==> src/rtl/lsu_pkg.sv <==
// Shared constants and state encoding for the load/store unit.
// Memory map bases, access-size codes and FSM states live here.
package lsu_pkg;

    localparam logic [31:0] MEM_DATA_ZERO  = 32'h0001_0000;
    localparam logic [31:0] MMIO_FIFO_ZERO = 32'h0002_0000;

    localparam logic [1:0] SIZE_BYTE = 2'd0;
    localparam logic [1:0] SIZE_HALF = 2'd1;
    localparam logic [1:0] SIZE_WORD = 2'd2;

    typedef enum logic [1:0] {
        ST_IDLE   = 2'd0,
        ST_ACCESS = 2'd1,
        ST_WAIT   = 2'd2,
        ST_RESP   = 2'd3
    } lsu_state_e;

endpackage

==> src/rtl/lsu_if.sv <==
// Bundle of the LSU request/response, data-RAM and FIFO register-bus signals.
// Signal suffixes are written from the LSU's point of view.
interface lsu_if #(
    parameter int DMEM_AW = 10
) ();

    logic                req_valid_i;
    logic                req_write_i;
    logic [1:0]          req_size_i;
    logic                req_unsigned_i;
    logic [31:0]         req_addr_i;
    logic [31:0]         req_wdata_i;
    logic                req_ready_o;

    logic                resp_valid_o;
    logic                resp_err_o;
    logic [31:0]         resp_rdata_o;

    logic                dmem_en_o;
    logic [3:0]          dmem_we_o;
    logic [DMEM_AW-1:0]  dmem_addr_o;
    logic [31:0]         dmem_wdata_o;
    logic [31:0]         dmem_rdata_i;

    logic                fifo_sel_o;
    logic                fifo_read_o;
    logic                fifo_write_o;
    logic [1:0]          fifo_addr_o;
    logic [7:0]          fifo_data_o;
    logic [7:0]          fifo_data_i;

    modport slave (
        input  req_valid_i, req_write_i, req_size_i, req_unsigned_i, req_addr_i, req_wdata_i,
        output req_ready_o,
        output resp_valid_o, resp_err_o, resp_rdata_o,
        output dmem_en_o, dmem_we_o, dmem_addr_o, dmem_wdata_o,
        input  dmem_rdata_i,
        output fifo_sel_o, fifo_read_o, fifo_write_o, fifo_addr_o, fifo_data_o,
        input  fifo_data_i
    );

    modport master (
        output req_valid_i, req_write_i, req_size_i, req_unsigned_i, req_addr_i, req_wdata_i,
        input  req_ready_o,
        input  resp_valid_o, resp_err_o, resp_rdata_o,
        input  dmem_en_o, dmem_we_o, dmem_addr_o, dmem_wdata_o,
        output dmem_rdata_i,
        input  fifo_sel_o, fifo_read_o, fifo_write_o, fifo_addr_o, fifo_data_o,
        output fifo_data_i
    );

endinterface

==> src/rtl/lsu.sv <==
// Load/store unit: one outstanding access to the data RAM or the FIFO register bus.
// Strobes are registered so they are high exactly in ACCESS; responses exactly in RESP.
module lsu
    import lsu_pkg::*;
#(
    parameter int DMEM_AW = 10
) (
    input logic  clk_i,
    input logic  rstn_i,
    lsu_if.slave bus
);

    localparam logic [32:0] DMEM_BYTES = 33'd1 << (DMEM_AW + 2);

    lsu_state_e         state_q, state_d;
    logic [1:0]         addr_lo_q, addr_lo_d;
    logic [1:0]         size_q, size_d;
    logic               uns_q, uns_d;
    logic               write_q, write_d;
    logic               fifo_q, fifo_d;

    logic               dmem_en_q, dmem_en_d;
    logic [3:0]         dmem_we_q, dmem_we_d;
    logic [DMEM_AW-1:0] dmem_addr_q, dmem_addr_d;
    logic [31:0]        dmem_wdata_q, dmem_wdata_d;
    logic               fifo_sel_q, fifo_sel_d;
    logic               fifo_read_q, fifo_read_d;
    logic               fifo_write_q, fifo_write_d;
    logic [1:0]         fifo_addr_q, fifo_addr_d;
    logic [7:0]         fifo_data_q, fifo_data_d;
    logic               resp_valid_q, resp_valid_d;
    logic               resp_err_q, resp_err_d;
    logic [31:0]        resp_rdata_q, resp_rdata_d;

    logic [31:0]        req_off;
    logic               hit_dmem, hit_fifo, req_err;

    function automatic logic [3:0] lane_mask(input logic [1:0] size, input logic [1:0] lane);
        case (size)
            SIZE_BYTE: return 4'b0001 << lane;
            SIZE_HALF: return 4'b0011 << lane;
            default:   return 4'b1111;
        endcase
    endfunction

    function automatic logic [31:0] lane_data(input logic [1:0] size, input logic [31:0] wd);
        case (size)
            SIZE_BYTE: return {4{wd[7:0]}};
            SIZE_HALF: return {2{wd[15:0]}};
            default:   return wd;
        endcase
    endfunction

    function automatic logic [31:0] load_extract(input logic [31:0] raw, input logic [1:0] lane,
                                                 input logic [1:0] size, input logic uns);
        logic [31:0] sh;
        sh = raw >> {lane, 3'b000};
        case (size)
            SIZE_BYTE: return uns ? {24'h0, sh[7:0]}  : {{24{sh[7]}}, sh[7:0]};
            SIZE_HALF: return uns ? {16'h0, sh[15:0]} : {{16{sh[15]}}, sh[15:0]};
            default:   return sh;
        endcase
    endfunction

    // Addresses below the RAM base wrap to a huge offset, so one compare covers both bounds.
    always_comb begin
        req_off  = bus.req_addr_i - MEM_DATA_ZERO;
        hit_dmem = ({1'b0, req_off} < DMEM_BYTES);
        hit_fifo = (bus.req_addr_i[31:2] == MMIO_FIFO_ZERO[31:2]);
        req_err  = !(hit_dmem || hit_fifo)
                || (bus.req_size_i == 2'd3)
                || ((bus.req_size_i == SIZE_HALF) && bus.req_addr_i[0])
                || ((bus.req_size_i == SIZE_WORD) && (bus.req_addr_i[1:0] != 2'b00))
                || (hit_fifo && (bus.req_size_i != SIZE_BYTE));
    end

    always_comb begin
        state_d      = state_q;
        addr_lo_d    = addr_lo_q;
        size_d       = size_q;
        uns_d        = uns_q;
        write_d      = write_q;
        fifo_d       = fifo_q;
        dmem_en_d    = 1'b0;
        dmem_we_d    = 4'b0000;
        dmem_addr_d  = '0;
        dmem_wdata_d = 32'h0;
        fifo_sel_d   = 1'b0;
        fifo_read_d  = 1'b0;
        fifo_write_d = 1'b0;
        fifo_addr_d  = 2'b00;
        fifo_data_d  = 8'h00;
        resp_valid_d = 1'b0;
        resp_err_d   = 1'b0;
        resp_rdata_d = 32'h0;

        case (state_q)
            ST_IDLE: begin
                if (bus.req_valid_i) begin
                    addr_lo_d = bus.req_addr_i[1:0];
                    size_d    = bus.req_size_i;
                    uns_d     = bus.req_unsigned_i;
                    write_d   = bus.req_write_i;
                    fifo_d    = hit_fifo;
                    if (req_err) begin
                        state_d      = ST_RESP;
                        resp_valid_d = 1'b1;
                        resp_err_d   = 1'b1;
                    end else begin
                        state_d = ST_ACCESS;
                        if (hit_fifo) begin
                            fifo_sel_d   = 1'b1;
                            fifo_read_d  = !bus.req_write_i;
                            fifo_write_d = bus.req_write_i;
                            fifo_addr_d  = bus.req_addr_i[1:0];
                            fifo_data_d  = bus.req_wdata_i[7:0];
                        end else begin
                            dmem_en_d    = 1'b1;
                            dmem_addr_d  = req_off[DMEM_AW+1:2];
                            dmem_we_d    = bus.req_write_i ?
                                           lane_mask(bus.req_size_i, bus.req_addr_i[1:0]) : 4'b0000;
                            dmem_wdata_d = bus.req_write_i ?
                                           lane_data(bus.req_size_i, bus.req_wdata_i) : 32'h0;
                        end
                    end
                end
            end
            ST_ACCESS: begin
                state_d      = write_q ? ST_RESP : ST_WAIT;
                resp_valid_d = write_q;
            end
            ST_WAIT: begin
                // FIFO registers are byte-wide and already LSB-aligned, so no lane shift.
                state_d      = ST_RESP;
                resp_valid_d = 1'b1;
                resp_rdata_d = fifo_q ? load_extract({24'h0, bus.fifo_data_i}, 2'b00, size_q, uns_q)
                                      : load_extract(bus.dmem_rdata_i, addr_lo_q, size_q, uns_q);
            end
            ST_RESP: begin
                state_d = ST_IDLE;
            end
            default: begin
                state_d = ST_IDLE;
            end
        endcase
    end

    always_ff @(posedge clk_i or negedge rstn_i) begin
        if (!rstn_i) begin
            state_q      <= ST_IDLE;
            addr_lo_q    <= 2'b00;
            size_q       <= SIZE_BYTE;
            uns_q        <= 1'b0;
            write_q      <= 1'b0;
            fifo_q       <= 1'b0;
            dmem_en_q    <= 1'b0;
            dmem_we_q    <= 4'b0000;
            dmem_addr_q  <= '0;
            dmem_wdata_q <= 32'h0;
            fifo_sel_q   <= 1'b0;
            fifo_read_q  <= 1'b0;
            fifo_write_q <= 1'b0;
            fifo_addr_q  <= 2'b00;
            fifo_data_q  <= 8'h00;
            resp_valid_q <= 1'b0;
            resp_err_q   <= 1'b0;
            resp_rdata_q <= 32'h0;
        end else begin
            state_q      <= state_d;
            addr_lo_q    <= addr_lo_d;
            size_q       <= size_d;
            uns_q        <= uns_d;
            write_q      <= write_d;
            fifo_q       <= fifo_d;
            dmem_en_q    <= dmem_en_d;
            dmem_we_q    <= dmem_we_d;
            dmem_addr_q  <= dmem_addr_d;
            dmem_wdata_q <= dmem_wdata_d;
            fifo_sel_q   <= fifo_sel_d;
            fifo_read_q  <= fifo_read_d;
            fifo_write_q <= fifo_write_d;
            fifo_addr_q  <= fifo_addr_d;
            fifo_data_q  <= fifo_data_d;
            resp_valid_q <= resp_valid_d;
            resp_err_q   <= resp_err_d;
            resp_rdata_q <= resp_rdata_d;
        end
    end

    // Ready is held low while reset is asserted so every output reads 0 during reset.
    assign bus.req_ready_o  = (state_q == ST_IDLE) && rstn_i;
    assign bus.resp_valid_o = resp_valid_q;
    assign bus.resp_err_o   = resp_err_q;
    assign bus.resp_rdata_o = resp_rdata_q;
    assign bus.dmem_en_o    = dmem_en_q;
    assign bus.dmem_we_o    = dmem_we_q;
    assign bus.dmem_addr_o  = dmem_addr_q;
    assign bus.dmem_wdata_o = dmem_wdata_q;
    assign bus.fifo_sel_o   = fifo_sel_q;
    assign bus.fifo_read_o  = fifo_read_q;
    assign bus.fifo_write_o = fifo_write_q;
    assign bus.fifo_addr_o  = fifo_addr_q;
    assign bus.fifo_data_o  = fifo_data_q;

endmodule

==> src/flat_wrapper.sv <==
// flat-port wrapper written by rule: the top's interface ports become plain ports
module lsu_flat import lsu_pkg::*;
#(
    parameter int DMEM_AW = 10
)
  (clk_i, rstn_i, bus_req_valid_i, bus_req_write_i, bus_req_size_i, bus_req_unsigned_i, bus_req_addr_i, bus_req_wdata_i, bus_req_ready_o, bus_resp_valid_o, bus_resp_err_o, bus_resp_rdata_o, bus_dmem_en_o, bus_dmem_we_o, bus_dmem_addr_o, bus_dmem_wdata_o, bus_dmem_rdata_i, bus_fifo_sel_o, bus_fifo_read_o, bus_fifo_write_o, bus_fifo_addr_o, bus_fifo_data_o, bus_fifo_data_i);
  lsu_if #(.DMEM_AW(DMEM_AW)) bus_i ();
  input logic clk_i;
  input logic rstn_i;
  input wire logic [$bits(bus_i.req_valid_i)-1:0] bus_req_valid_i;
  input wire logic [$bits(bus_i.req_write_i)-1:0] bus_req_write_i;
  input wire logic [$bits(bus_i.req_size_i)-1:0] bus_req_size_i;
  input wire logic [$bits(bus_i.req_unsigned_i)-1:0] bus_req_unsigned_i;
  input wire logic [$bits(bus_i.req_addr_i)-1:0] bus_req_addr_i;
  input wire logic [$bits(bus_i.req_wdata_i)-1:0] bus_req_wdata_i;
  output wire logic [$bits(bus_i.req_ready_o)-1:0] bus_req_ready_o;
  output wire logic [$bits(bus_i.resp_valid_o)-1:0] bus_resp_valid_o;
  output wire logic [$bits(bus_i.resp_err_o)-1:0] bus_resp_err_o;
  output wire logic [$bits(bus_i.resp_rdata_o)-1:0] bus_resp_rdata_o;
  output wire logic [$bits(bus_i.dmem_en_o)-1:0] bus_dmem_en_o;
  output wire logic [$bits(bus_i.dmem_we_o)-1:0] bus_dmem_we_o;
  output wire logic [$bits(bus_i.dmem_addr_o)-1:0] bus_dmem_addr_o;
  output wire logic [$bits(bus_i.dmem_wdata_o)-1:0] bus_dmem_wdata_o;
  input wire logic [$bits(bus_i.dmem_rdata_i)-1:0] bus_dmem_rdata_i;
  output wire logic [$bits(bus_i.fifo_sel_o)-1:0] bus_fifo_sel_o;
  output wire logic [$bits(bus_i.fifo_read_o)-1:0] bus_fifo_read_o;
  output wire logic [$bits(bus_i.fifo_write_o)-1:0] bus_fifo_write_o;
  output wire logic [$bits(bus_i.fifo_addr_o)-1:0] bus_fifo_addr_o;
  output wire logic [$bits(bus_i.fifo_data_o)-1:0] bus_fifo_data_o;
  input wire logic [$bits(bus_i.fifo_data_i)-1:0] bus_fifo_data_i;
  assign bus_i.req_valid_i = bus_req_valid_i;
  assign bus_i.req_write_i = bus_req_write_i;
  assign bus_i.req_size_i = bus_req_size_i;
  assign bus_i.req_unsigned_i = bus_req_unsigned_i;
  assign bus_i.req_addr_i = bus_req_addr_i;
  assign bus_i.req_wdata_i = bus_req_wdata_i;
  assign bus_req_ready_o = bus_i.req_ready_o;
  assign bus_resp_valid_o = bus_i.resp_valid_o;
  assign bus_resp_err_o = bus_i.resp_err_o;
  assign bus_resp_rdata_o = bus_i.resp_rdata_o;
  assign bus_dmem_en_o = bus_i.dmem_en_o;
  assign bus_dmem_we_o = bus_i.dmem_we_o;
  assign bus_dmem_addr_o = bus_i.dmem_addr_o;
  assign bus_dmem_wdata_o = bus_i.dmem_wdata_o;
  assign bus_i.dmem_rdata_i = bus_dmem_rdata_i;
  assign bus_fifo_sel_o = bus_i.fifo_sel_o;
  assign bus_fifo_read_o = bus_i.fifo_read_o;
  assign bus_fifo_write_o = bus_i.fifo_write_o;
  assign bus_fifo_addr_o = bus_i.fifo_addr_o;
  assign bus_fifo_data_o = bus_i.fifo_data_o;
  assign bus_i.fifo_data_i = bus_fifo_data_i;
  lsu #(.DMEM_AW(DMEM_AW)) u_core (.clk_i(clk_i), .rstn_i(rstn_i), .bus(bus_i));
endmodule
==> config.mk <==
export PLATFORM = sky130hd
export DESIGN_NAME = lsu_flat
export DESIGN_NICKNAME = d
export VERILOG_FILES = /design/src/rtl/lsu_pkg.sv /design/src/rtl/lsu_if.sv /design/src/rtl/lsu.sv /design/src/flat_wrapper.sv
export SDC_FILE = /design/constraint.sdc
export NUM_CORES = 1
export LEC_CHECK = 0
export ABC_AREA = 1
export CORE_UTILIZATION = 35
export CTS_BUF_LIST = sky130_fd_sc_hd__clkbuf_16
export CTS_CLUSTER_SIZE = 14
export DETAILED_ROUTE_END_ITERATION = 10
export PLACE_DENSITY_LB_ADDON = 0.1
export SKIP_CTS_REPAIR_TIMING = 1
export SLEW_MARGIN = 10
export SYNTH_ARGS = -nofsm -noshare
export SYNTH_HDL_FRONTEND = slang
export SYNTH_SLANG_ARGS = --single-unit
==> constraint.sdc <==
create_clock -name clk_i -period 2.27 [get_ports clk_i]
set_input_delay 0.5675 -clock clk_i [delete_from_list [all_inputs] [get_ports clk_i]]
set_output_delay 0.5675 -clock clk_i [all_outputs]
set_load 0.005 [all_outputs]
==> flow_summary.ini, run 1 <==
[clocking]
cts_tree = done
cts-buffers-inserted = 9
cts_buffer_depth = 2
clock_latency_ps = 350
cts.sinks = 103
cts-htree-levels = 3
cts-root-buf = clkbuf_16
path_clk_slew_ps = 70

[critical_path]
r2r_slack_ps = 410
worstSetupStartpointType = flop
cp-end-kind = output pin
timing.critical_path.arrival_ps = 1630
critPathLaunch = u_core.state_q[0]
worstPathMaxFanout = 3
rr_endpoint = u_core.bus.resp_rdata_o[31]
worstPathRequired_ps = 1700
r2r_start = u_core.addr_lo_q[0]
worstSetupPathType = flop to output pin
cp-endpoint = bus_req_ready_o
reg2reg_depth = 8

[detailed_routing]
drtAntennaViolNets = 0
drtIter0Drc = 312
drt-pass1-iter-count = 4
drt-total-wl_um = 15200
num_vias = 4744
drc = 0
via_per_inst = 4.744
wl_per_cell_um = 15.20

[placed_design]
hpwl_um = 11120
dp_cells = 979
numPortBuffers = 205
pre_cts_slack_ps = -277.9
gp_congestion = 0.9404

[global_routing]
grt_max_degree = 62
antenna_found_initial = 0
grt_pass1_wl_um = 23630
grt_pass1_vias = 4747
grt_usage_pct = 21.39
grt_overflow = 0

[synthesis]
synth_area_sq_um = 4826
synth_area_per_cell_sq_um = 8.166
synth_seq_cells = 103
syn_inst = 591
synth.distinct_cells = 28
syn_nets = 706
ys_seq_area_share_pct = 53.41
yosysWarnings = 0

[floorplanning]
die_w_um = 119.4
die_area_sq_um = 14260
coreArea_sq_um = 13350
initial_core_util_pct = 36.15
die_y_um = 119.4
num_rows = 42
ios = 206

[pwr]
power.density_nw_per_um2 = 854.2
internal-power_mw = 4.271
p_seq_share_pct = 35.3
power_mw = 6.618
ir_drop_mv = 0.4636
leakagePower_nw = 3.706
swShare_pct = 35.46
p_clk_share_pct = 23.9
power_switching_mw = 2.347
p_comb_share_pct = 40.7

[final_layout]
postLayoutCoreUtil_pct = 58.04
syn_to_final_growth_pct = 60.54
fin_cells = 1000
fill_cells = 1218
diodes = 0
drive_above_1_share_pct = 12.62
layout.nets = 934

[timing]
hold_violations = 0
slew_viol_final = 0
worstMarginPinSlew_ps = 751.5
finalCriticalPeriod_ps = 2195
timing.final.ws_setup_ps = 75.04
timing.slew.headroom_pct = 49.90
setup_viol = 0
min_period_over_period_pct = 96.69
finalClockSkew_ps = 7.601
fmax_mhz = 455.6

[min_path]
hp-class = input port to async pin

[run_status]
outcome = finished clean

[flow_run]
maxCapViolCount = 0
[flip-flops by register name, indices dropped and copies added, names as in the netlist, 2 cells and up]
signal,cells
u_core.bus.dmem_wdata_o,32
u_core.bus.fifo_addr_o,2
u_core.bus.fifo_data_o,8
u_core.state_q,2
u_core.addr_lo_q,2
u_core.bus.resp_rdata_o,32
u_core.bus.dmem_we_o,4
u_core.size_q,2
u_core.bus.dmem_addr_o,10
[worst max-delay path: stages, from the launching register on]
cell and delay [ps]:
dfrtp_1 410, inv_2 110, ha_4 150, nand2_1 60
inv_1 50, clkdlybuf4s50_1 500
[cell usage after synthesis]
cell | count | area (sq um)
nand2_1 | 140 | 525.5
dfrtp_1 | 103 | 2577
nor2_1 | 75 | 281.5
o21ai_0 | 60 | 300.3
inv_1 | 53 | 198.9
a21oi_1 | 31 | 155.2
nand3_1 | 30 | 150.1
nor2_2 | 23 | 143.9
clkbuf_1 | 18 | 67.56
nor3_1 | 9 | 45.04
a211oi_1 | 8 | 60.06
mux2i_1 | 7 | 70.07
buf_2 | 6 | 30.03
ha_1 | 4 | 50.05
clkinv_1 | 3 | 11.26
nand3b_1 | 3 | 22.52
nand4_1 | 3 | 18.77
a31oi_1 | 2 | 12.51
buf_6 | 2 | 22.52
nand2_2 | 2 | 12.51
nor4_1 | 2 | 12.51
a22o_1 | 1 | 8.760
and2_1 | 1 | 6.260
buf_1 | 1 | 3.750
clkbuf_2 | 1 | 5.000
inv_2 | 1 | 3.750
nand3_4 | 1 | 17.52
o211ai_2 | 1 | 12.51
[stage by stage]
stage	instance area [sq um]	setup TNS [ps]	hold WS, ps
global route	7747	-445.3	446.7
detailed placement	7267	-12910	511.1
CTS	7571	-31.83	406.2
finish	7747	0	388.3
floorplan	4826	0	271.9
global placement	7267	-8732	484.2
[per-layer routing]
metal,share of wire [%],vias to the layer above,global-route usage (%),wire (um)
met1,40,2173,25.16,6145
li1,-,2343,-,-
met5,0,-,0,0
met4,2.9,0,9.375,436
met3,9.9,29,7.807,1505
met2,47,199,34.96,7110
[power groups by stage]
stage	clock network, mW	registers (mW)	logic [mW]
floorplan	0	2.35	1.41
global placement	0	2.36	2.60
detailed placement	0	2.37	2.63
CTS	1.63	2.34	2.65
global route	1.70	2.38	3.01
finish	1.58	2.34	2.70
[placed cells by master (no fill, tap or decap), types with 2 or more instances in the layout]
cell type,count
inv_2,4
dfrtp_1,103
nand2_1,138
ha_1,3
nor4_2,2
nand3b_1,3
nor2_1,64
inv_1,49
clkinv_1,4
inv_6,2
a31oi_1,2
a211oi_1,8
nor2_2,30
o21ai_0,60
nand4_1,3
mux2i_1,7
buf_4,35
clkbuf_16,11
nor2_4,4
nand2_2,3
clkdlybuf4s50_1,198
buf_12,3
nor3_1,9
nand3_1,30
dlymetal6s2s_1,6
a21oi_1,31
[cell families after synthesis]
family,Yosys count,synth area share [%]
mux,7,1.452
buf+inv,85,7.104
flops,103,53.41
fa+ha+maj,4,1.037
compound gates,103,11.38
simple gates,289,25.62
[worst min-delay path by stage]
stage	end	slack (ps)	cells past startpoint
floorplan	u_core.addr_lo_q[0]	270	0
CTS	u_core.bus.fifo_write_o	410	2
global route	u_core.bus.fifo_write_o	450	2
global placement	u_core.write_q	480	2
detailed placement	u_core.write_q	510	2
finish	u_core.bus.fifo_write_o	390	2
[area by class of cell]
cell class,count,area [sq um],share of cell area (%)
clock buffers,9,225.2,2.907
flip-flops and latches,103,2577,33.27
well taps,176,220.2,2.842
clock inverters,7,78.83,1.017
repair buffers,245,2441,31.51
inverters,57,216.5,2.794
multi-input cells,403,1988,25.66
No activity file was read; power rests on OpenSTA's default activity.
==> run 2: changes to the inputs <==
clock period = 2.3 ns   (was 2.27 ns; I/O delays follow)
==> run 2 against run 1 <==
  * Critical path depth is the same
  * Count of clock-buffer cells in the layout unchanged
  * Via count is 0.34% higher
  * Die area did not move
  * Sequential power is essentially flat
  * Combinational power decreased by 2%
  * Core utilization fell by 0.27 points
  * Critical path type unchanged
==> flow_summary.ini, run 2 (synthesis results as in run 1) <==
[detailed_routing]
drtIter0Drc = 288
drt-total-wl_um = 15090
drt-pass1-iter-count = 5
wl_per_cell_um = 15.11
via_per_inst = 4.765
num_vias = 4760
drc = 0
drtAntennaViolNets = 0

[timing]
fmax_mhz = 449.5
worstMarginPinSlew_ps = 758.2
finalClockSkew_ps = 5.345
timing.slew.headroom_pct = 49.45
finalCriticalPeriod_ps = 2224
setup_viol = 0
min_period_over_period_pct = 96.72
slew_viol_final = 0
hold_violations = 0

[critical_path]
critPathBufInv = 3
max_stage_delay_ps = 500
worstPathMaxFanout = 4
worstSetupStartpointType = flop
cp-end-kind = output pin
r2r_slack_ps = 440
cp_top_family = buffers and inverters
worstPathRequired_ps = 1730
worstSetupPathType = flop to output pin
timing.critical_path.arrival_ps = 1650
crit_chain = inv_1, ha_4, nand2_1, inv_1, clkdlybuf4s50_1
crit_top_cell = inv_1
cp_slowest_cell = clkdlybuf4s50_1

[global_routing]
grt_usage_pct = 21.32
antenna_found_initial = 0
grt_overflow = 0
grt_max_degree = 62
grt_pass1_wl_um = 23540
grt_pass1_vias = 4744

[clocking]
cts_tree = done
cts-buffers-inserted = 9
clock_latency_ps = 350
cts-root-buf = clkbuf_16
cts.sinks = 103
cts-htree-levels = 3
path_clk_slew_ps = 70
cts_buffer_depth = 2

[pwr]
leakagePower_nw = 3.684
power_switching_mw = 2.295
internal-power_mw = 4.101
power.density_nw_per_um2 = 829.5
p_seq_share_pct = 36.1
p_clk_share_pct = 22.6
p_comb_share_pct = 41.3
power_mw = 6.396
ir_drop_mv = 0.4785
swShare_pct = 35.88

[placed_design]
numPortBuffers = 205
gp_congestion = 0.9420
hpwl_um = 11140

[final_layout]
layout.nets = 933
diodes = 0
mostFrequentLayoutCell = clkdlybuf4s50_1
postLayoutCoreUtil_pct = 57.77
drive_above_1_share_pct = 12.03
final_cell_mix = 198 x clkdlybuf4s50_1, 138 x nand2_1, 103 x dfrtp_1, 65 x nor2_1, 60 x o21ai_0
syn_to_final_growth_pct = 59.79

[floorplanning]
die_w_um = 119.4
die_y_um = 119.4
coreArea_sq_um = 13350
initial_core_util_pct = 36.15
ios = 206
num_rows = 42
die_area_sq_um = 14260

[run_status]
outcome = finished clean

[flow_run]
maxCapViolCount = 0

[min_path]
hp-class = input port to async pin
==> run 2: cell types whose count changed in the layout (fill, tap and decap cells not counted), sizes merged <==
cell / change
buf: -1
bufinv: -1
clkinvlp: +1
inv: -1
clkinv: +1
==> run 2: metrics by stage <==
step | setup TNS [ps] | instances | setup slack [ps] | hold slack, ps | instance area, sq um
floorplan | 0 | 591 | 479.5 | 279.4 | 4826
global placement | -7319 | 978 | -177.9 | 484.0 | 7259
detailed placement | -12560 | 978 | -278.5 | 504.5 | 7259
CTS | 0 | 994 | 0.3185 | 422.9 | 7541
global route | -310.2 | 999 | -52.58 | 464.1 | 7711
finish | 0 | 999 | 75.51 | 408.7 | 7711
==> run 2: per-layer routing <==
layer	GRT usage [%]	vias to the layer above	part of all wire (%)
met4	6.719	0	1.5
met5	0	-	0
met1	25.26	2210	42
met2	35.39	192	47
li1	-	2340	-
met3	8.429	18	9.6
==> run 2: power by group through the flow <==
stage / registers (mW) / clock network, mW / logic, mW
floorplan: 2.32 / 0 / 1.40
detailed placement: 2.34 / 0 / 2.60
CTS: 2.31 / 1.48 / 2.61
finish: 2.31 / 1.44 / 2.64
global route: 2.35 / 1.55 / 2.96
global placement: 2.33 / 0 / 2.57
==> run 2: worst reg2reg max path: stages (launching register included) <==
cell and delay (ps):
dfrtp_1 460, inv_1 100, buf_4 250, nand2_1 80, nand3_1 100, nand4_1 140
o211ai_2 270, o21ai_0 210, a21oi_1 170
==> run 2: cell type report <==
class | count | area (sq um)
timing repair buffer | 244 | 2434
clock buffer | 9 | 225.2
clock inverter | 7 | 56.30
tap | 176 | 220.2
fill | 1224 | 5637
inverter | 57 | 216.5
multi-input combinational | 403 | 1982
sequential | 103 | 2577
==> run 2: path summary, 6_finish.rpt <==
path                                               end  depth (start not counted)                 from
setup / recovery                       bus_req_ready_o                          5    u_core.state_q[1]
min in group clk_i                      u_core.write_q                          2       u_core.write_q
hold reg to reg                         u_core.write_q                          2       u_core.write_q
hold / removal             u_core.bus.resp_rdata_o[15]                          2               rstn_i
setup reg to reg           u_core.bus.resp_rdata_o[31]                          8  u_core.addr_lo_q[0]
max in group asynchronous    u_core.bus.dmem_addr_o[7]                          3               rstn_i
==> RTL edit 1, RTL diff (settings of run 2) <==
Make the reset (`rstn_i`) synchronous in one clocked block.
--- a/src/rtl/lsu.sv
+++ b/src/rtl/lsu.sv
@@ -147,3 +147,3 @@
 
-    always_ff @(posedge clk_i or negedge rstn_i) begin
+    always_ff @(posedge clk_i) begin
         if (!rstn_i) begin
Formal check against the unedited RTL: differs if rstn_i is asserted again (counterexample within 4 cycles, from zero or initial values and one cycle with rstn_i low); with rstn_i held inactive, the same outputs for 10 cycles.
==> RTL edit 1 against run 2 <==
Area after synthesis down 6.1%. Global-route usage down 0.28 points. Worst setup slack better by 0.0012 ns. Design area down 6.4%. Sequential cell count unchanged. Total power down 15%. First-iteration DRC count unchanged. Wire length down 6.4%.
==> RTL edit 1: results (changes against run 2) <==
metric,value,unit,change
critical_path.endpoint,bus_req_ready_o,,
drt-initial-drc-count,288,,unchanged
clk_path_buf_depth,2,,unchanged
rr_endpoint,u_core.bus.resp_rdata_o[24],,
io_buffers,205,,unchanged
fillerInstances,1208,,-1.3%
async_flop_share,0,%,-100 points
clk_pin_slew,0.07,ns,about the same
first_pass_iters,5,,unchanged
cts_buffers,9,,unchanged
grt_max_degree,40,,-35%
seq_area_frac_synth,45.5,%,-7.9 points
startpoint,rstn_i,,
r2r-start,u_core.addr_lo_q[0],,
tightest_slew,0.420,ns,-0.338 ns
antenna_cells,0,,unchanged
synth.area.top_cells,"dfxtp_1 (45%), nand2_1 (12%), a21oi_1 (7.5%), nor2_1 (6.7%), nor3_2 (4.4%)",,
outcome,completed,,
track_usage,21.0,%,-0.28 points
hold_ws,0.513,ns,+0.104 ns
sw_frac_of_total,32.4,%,-3.5 points
grt_pass1_vias,4677,,-1.4%
syn-num-nets,736,,+4.2%
reg2regPathDepth,8,,unchanged
finalNetCount,946,,+1.4%
irDropWorstVdd,0.401,mV,-16%
hp-class,reg -> reg,,
fin_skew,0.00850,ns,+0.00316 ns
yosysWarnings,0,,unchanged
ys_top_cells_by_count,"nand2_1 (141), dfxtp_1 (103), nor2_1 (81)",,
via_per_inst,4.76,,-0.13%
slowest_stage,clkdlybuf4s50_1,,
regToRegSetupSlack,0.54,ns,+0.10 ns
crit_fanout,2,,-2
place_hpwl,10600,um,-5.1%
gp_congestion,0.861,,-8.6%
synth.distinct_cells,31,,+11%
cts_root_buf,clkbuf_16,,
grt_pass1_wl,22000,um,-6.4%
drt_wl_total,14100,um,-6.4%
drive_gt1_share,9.70,%,-2.3 points
h-tree-depth,3,,unchanged
ys.flop_type,dfxtp_1,,
power.leakage,3.02,nW,-18%
insertion_delay,0.35,ns,about the same
==> RTL edit 1: cell types whose count changed after synthesis, sizes merged, moves of 12 or more <==
cell and change:
dfrtp -103, nor3 +27, dfxtp +103, nor2 -12, a21oi +37, o21ai -26
==> RTL edit 1: cells by family after synthesis <==
group / after synthesis / synth area share (%)
and+or+nand+nor: 305 / 30.5
AOI/OAI and AO/OA: 117 / 14.1
DFF: 103 / 45.5
buffers and inverters: 90 / 8.53
adders and majority gates: 5 / 1.38
==> RTL edit 1: per-layer routing <==
layer	global-route usage (%)	vias up	routed length (um)
met3	7.53	17	1150
met2	37.1	184	6960
met4	5.81	0	237
met1	23.9	2161	5780
met5	0	-	0
li1	-	2430	-
==> RTL edit 1: area by class of cell <==
cell class	count	area, um^2	area share, %
clock buffer	9	225	3.12
clock inverter	7	93.8	1.30
inverter	54	205	2.84
multi-input combinational	427	2100	29.1
sequential	103	2060	28.6
tap	172	215	2.98
timing repair buffer	235	2320	32.1
==> RTL edit 1: metrics by stage <==
stage                     setup WS (ns)  util [%]  std cells  setup TNS (ns)  instance area, um^2
after floorplan                   0.455         -        620               0                 4530
after global placement          -0.0905      54.3        989           -2.96                 6850
after detailed placement         -0.201      54.3        989           -7.00                 6850
after CTS                        0.0624      56.8       1005               0                 7170
after global routing            0.00690      57.2       1007               0                 7220
final                            0.0768      57.2       1007               0                 7220
==> RTL edit 1: power groups by stage <==
stage / Combinational [mW] / Clock [mW] / Sequential (mW)
after floorplan: 1.10 / 0 / 2.03
after global placement: 1.71 / 0 / 2.06
after detailed placement: 1.74 / 0 / 2.07
after CTS: 1.76 / 1.68 / 2.03
after global routing: 1.99 / 1.76 / 2.04
final: 1.76 / 1.63 / 2.03
==> RTL edit 1: worst min path at each step <==
| stage | cells past startpoint | start | to |
|---|---|---|---|
| 3_5_place_dp | 2 | u_core.fifo_q | u_core.bus.resp_rdata_o[7] |
| 6_report | 2 | u_core.fifo_q | u_core.bus.resp_rdata_o[7] |
| 5_1_grt | 2 | u_core.fifo_q | u_core.bus.resp_rdata_o[7] |
| 3_3_place_gp | 2 | u_core.fifo_q | u_core.bus.resp_rdata_o[7] |
| 2_1_floorplan | 2 | u_core.fifo_q | u_core.bus.resp_rdata_o[7] |
| 4_1_cts | 2 | u_core.fifo_q | u_core.bus.resp_rdata_o[7] |
==> RTL edit 1: worst max-delay path: cells and delay by family <==
kind	cells	cell delay (ns)
buf+inv	3	1.03
simple gates	1	0.05
==> RTL edit 2, RTL diff (flow settings as in run 2) <==
Without the edit above. `DMEM_AW` is set to 10 in 3 places; all go to 9.
--- a/src/rtl/lsu_if.sv
+++ b/src/rtl/lsu_if.sv
@@ -3,3 +3,3 @@
 interface lsu_if #(
-    parameter int DMEM_AW = 10
+    parameter int DMEM_AW = 9
 ) ();
--- a/src/rtl/lsu.sv
+++ b/src/rtl/lsu.sv
@@ -5,3 +5,3 @@
 #(
-    parameter int DMEM_AW = 10
+    parameter int DMEM_AW = 9
 ) (
--- a/src/flat_wrapper.sv
+++ b/src/flat_wrapper.sv
@@ -3,3 +3,3 @@
 #(
-    parameter int DMEM_AW = 10
+    parameter int DMEM_AW = 9
 )
Ports: changed (resized bus_dmem_addr_o); port bits go from 206 to 205. The function was not compared with the original's and may differ.
==> RTL edit 2 against run 2 <==
Area after synthesis rose by 5.9%. Sequential share of layout area fell by 1.4 points. Wire length fell by 0.43%. Design area rose by 3.4%. Worst setup slack improved by 0.013 ns. Synthesized cell count fell by 1.4%. Sequential power fell by 2%. Die area rose by 5.8%. Clock power rose by 4%. Sequential cell count fell by 1. Total power rose by 1.6%. Via count fell by 0.92%. Global-route usage fell by 0.51 points. Critical endpoint unchanged. Largest power group unchanged.
==> RTL edit 2: results (changes against run 2) <==
metric,value,unit,change
fin_skew,0.00609,ns,+0.000743 ns
met3_length,1370,um,-5.3%
ys_top_cells_by_count,"nand2_1 (140), dfrtp_1 (102), inv_1 (52)",,
grt_max_degree,55,,-11%
async_flop_share,100,%,unchanged
outcome,completed,,
syn-num-nets,698,,-1.1%
via_per_inst,4.68,,-1.7%
grt_pass1_wl,23800,um,+1.1%
clk_path_buf_depth,2,,unchanged
gp_congestion,0.889,,-5.6%
place_hpwl,11600,um,+3.8%
first_pass_iters,5,,unchanged
h-tree-depth,3,,unchanged
synth.area.top_cells,"dfrtp_1 (50%), nand2_1 (10%), nor2_4 (9.5%), o21ai_0 (4.9%), a21oi_1 (3.8%)",,
drt-initial-drc-count,221,,-23%
yosysWarnings,0,,unchanged
finalNetCount,937,,+0.43%
track_usage,20.8,%,-0.51 points
met2_length,7110,um,+1.1%
seq_area_frac_synth,50.0,%,-3.5 points
muxShareOfSynthArea,1.37,%,-0.081 points
synth_compound_area_share,11.1,%,-0.24 points
insertion_delay,0.35,ns,about the same
slowest_stage,clkdlybuf4s50_1,,
max_stage_delay,0.49,ns,
power.leakage,3.75,nW,+1.8%
tightest_slew,0.700,ns,-0.0583 ns
antenna_cells,0,,unchanged
hp-class,in -> async,,
grt_pass1_vias,4740,,-0.084%
pg_clk,1.50,mW,+4%
critPathArrivalTime,1.64,ns,
wl_per_cell,14.9,um,-1.2%
crit_fanout,3,,-1
drive_gt1_share,15.7,%,+3.7 points
irDropWorstVdd,0.388,mV,-19%
io_buffers,204,,-0.49%
met1_length,6360,um,-0.33%
synth.distinct_cells,33,,+18%
synthAdderAreaFrac,0.979,%,-0.058 points
grt_antenna_before_repair,0,,unchanged
p_sw,2.28,mW,-0.81%
post_synth_xor_area_fraction,0.171,%,+0.17 points
pg_seq,2.27,mW,-2%
cts_buffers,9,,unchanged
p_int,4.22,mW,+2.9%
[RTL edit 2: cell types whose count changed after synthesis, moves of 4 or more]
| cell | change |
|---|---|
| nor2_4 | +43 |
| nor2_2 | -18 |
| nor3_1 | -5 |
| o221ai_1 | +8 |
| a211oi_1 | -8 |
| nor2_1 | -28 |
| buf_12 | +4 |
| o21ai_0 | -10 |
| a21oi_1 | +8 |
[RTL edit 2: worst paths after layout]
kind,depth (start not counted),from,slack (ns),to
max,5,u_core.state_q[0],0.09,bus_req_ready_o
min,2,rstn_i,0.36,u_core.bus.resp_err_o
max reg2reg,6,u_core.state_q[0],0.45,u_core.bus.resp_rdata_o[31]
min reg2reg,1,u_core.fifo_q,0.50,u_core.fifo_q
max in group asynchronous,3,rstn_i,0.86,u_core.bus.dmem_we_o[0]
min in group clk_i,1,u_core.fifo_q,0.50,u_core.fifo_q
[RTL edit 2: metrics by stage]
stage	instances	setup TNS (ns)	setup slack (ns)	area, um^2	hold WS, ns
2_1_floorplan	583	0	0.408	5110	0.279
3_3_place_gp	988	-17.20	-0.345	7610	0.475
3_5_place_dp	988	-13.22	-0.283	7610	0.489
4_1_cts	1004	0	0.0286	7900	0.390
5_1_grt	1007	0	0.00421	7980	0.421
6_report	1007	0	0.0881	7980	0.361
[RTL edit 2: layout make-up]
cell class | count | area (um^2)
tap | 180 | 225
timing repair buffer | 254 | 2480
clock inverter | 7 | 63.8
inverter | 57 | 216
multi-input combinational | 398 | 2210
clock buffer | 9 | 225
fill | 1272 | 6070
sequential | 102 | 2550
[RTL edit 2: layer usage]
metal | GRT usage [%] | vias to the layer above
li1 | - | 2341
met1 | 26.1 | 2199
met2 | 34.1 | 167
met3 | 7.25 | 9
met4 | 5.11 | 0
met5 | 0 | -
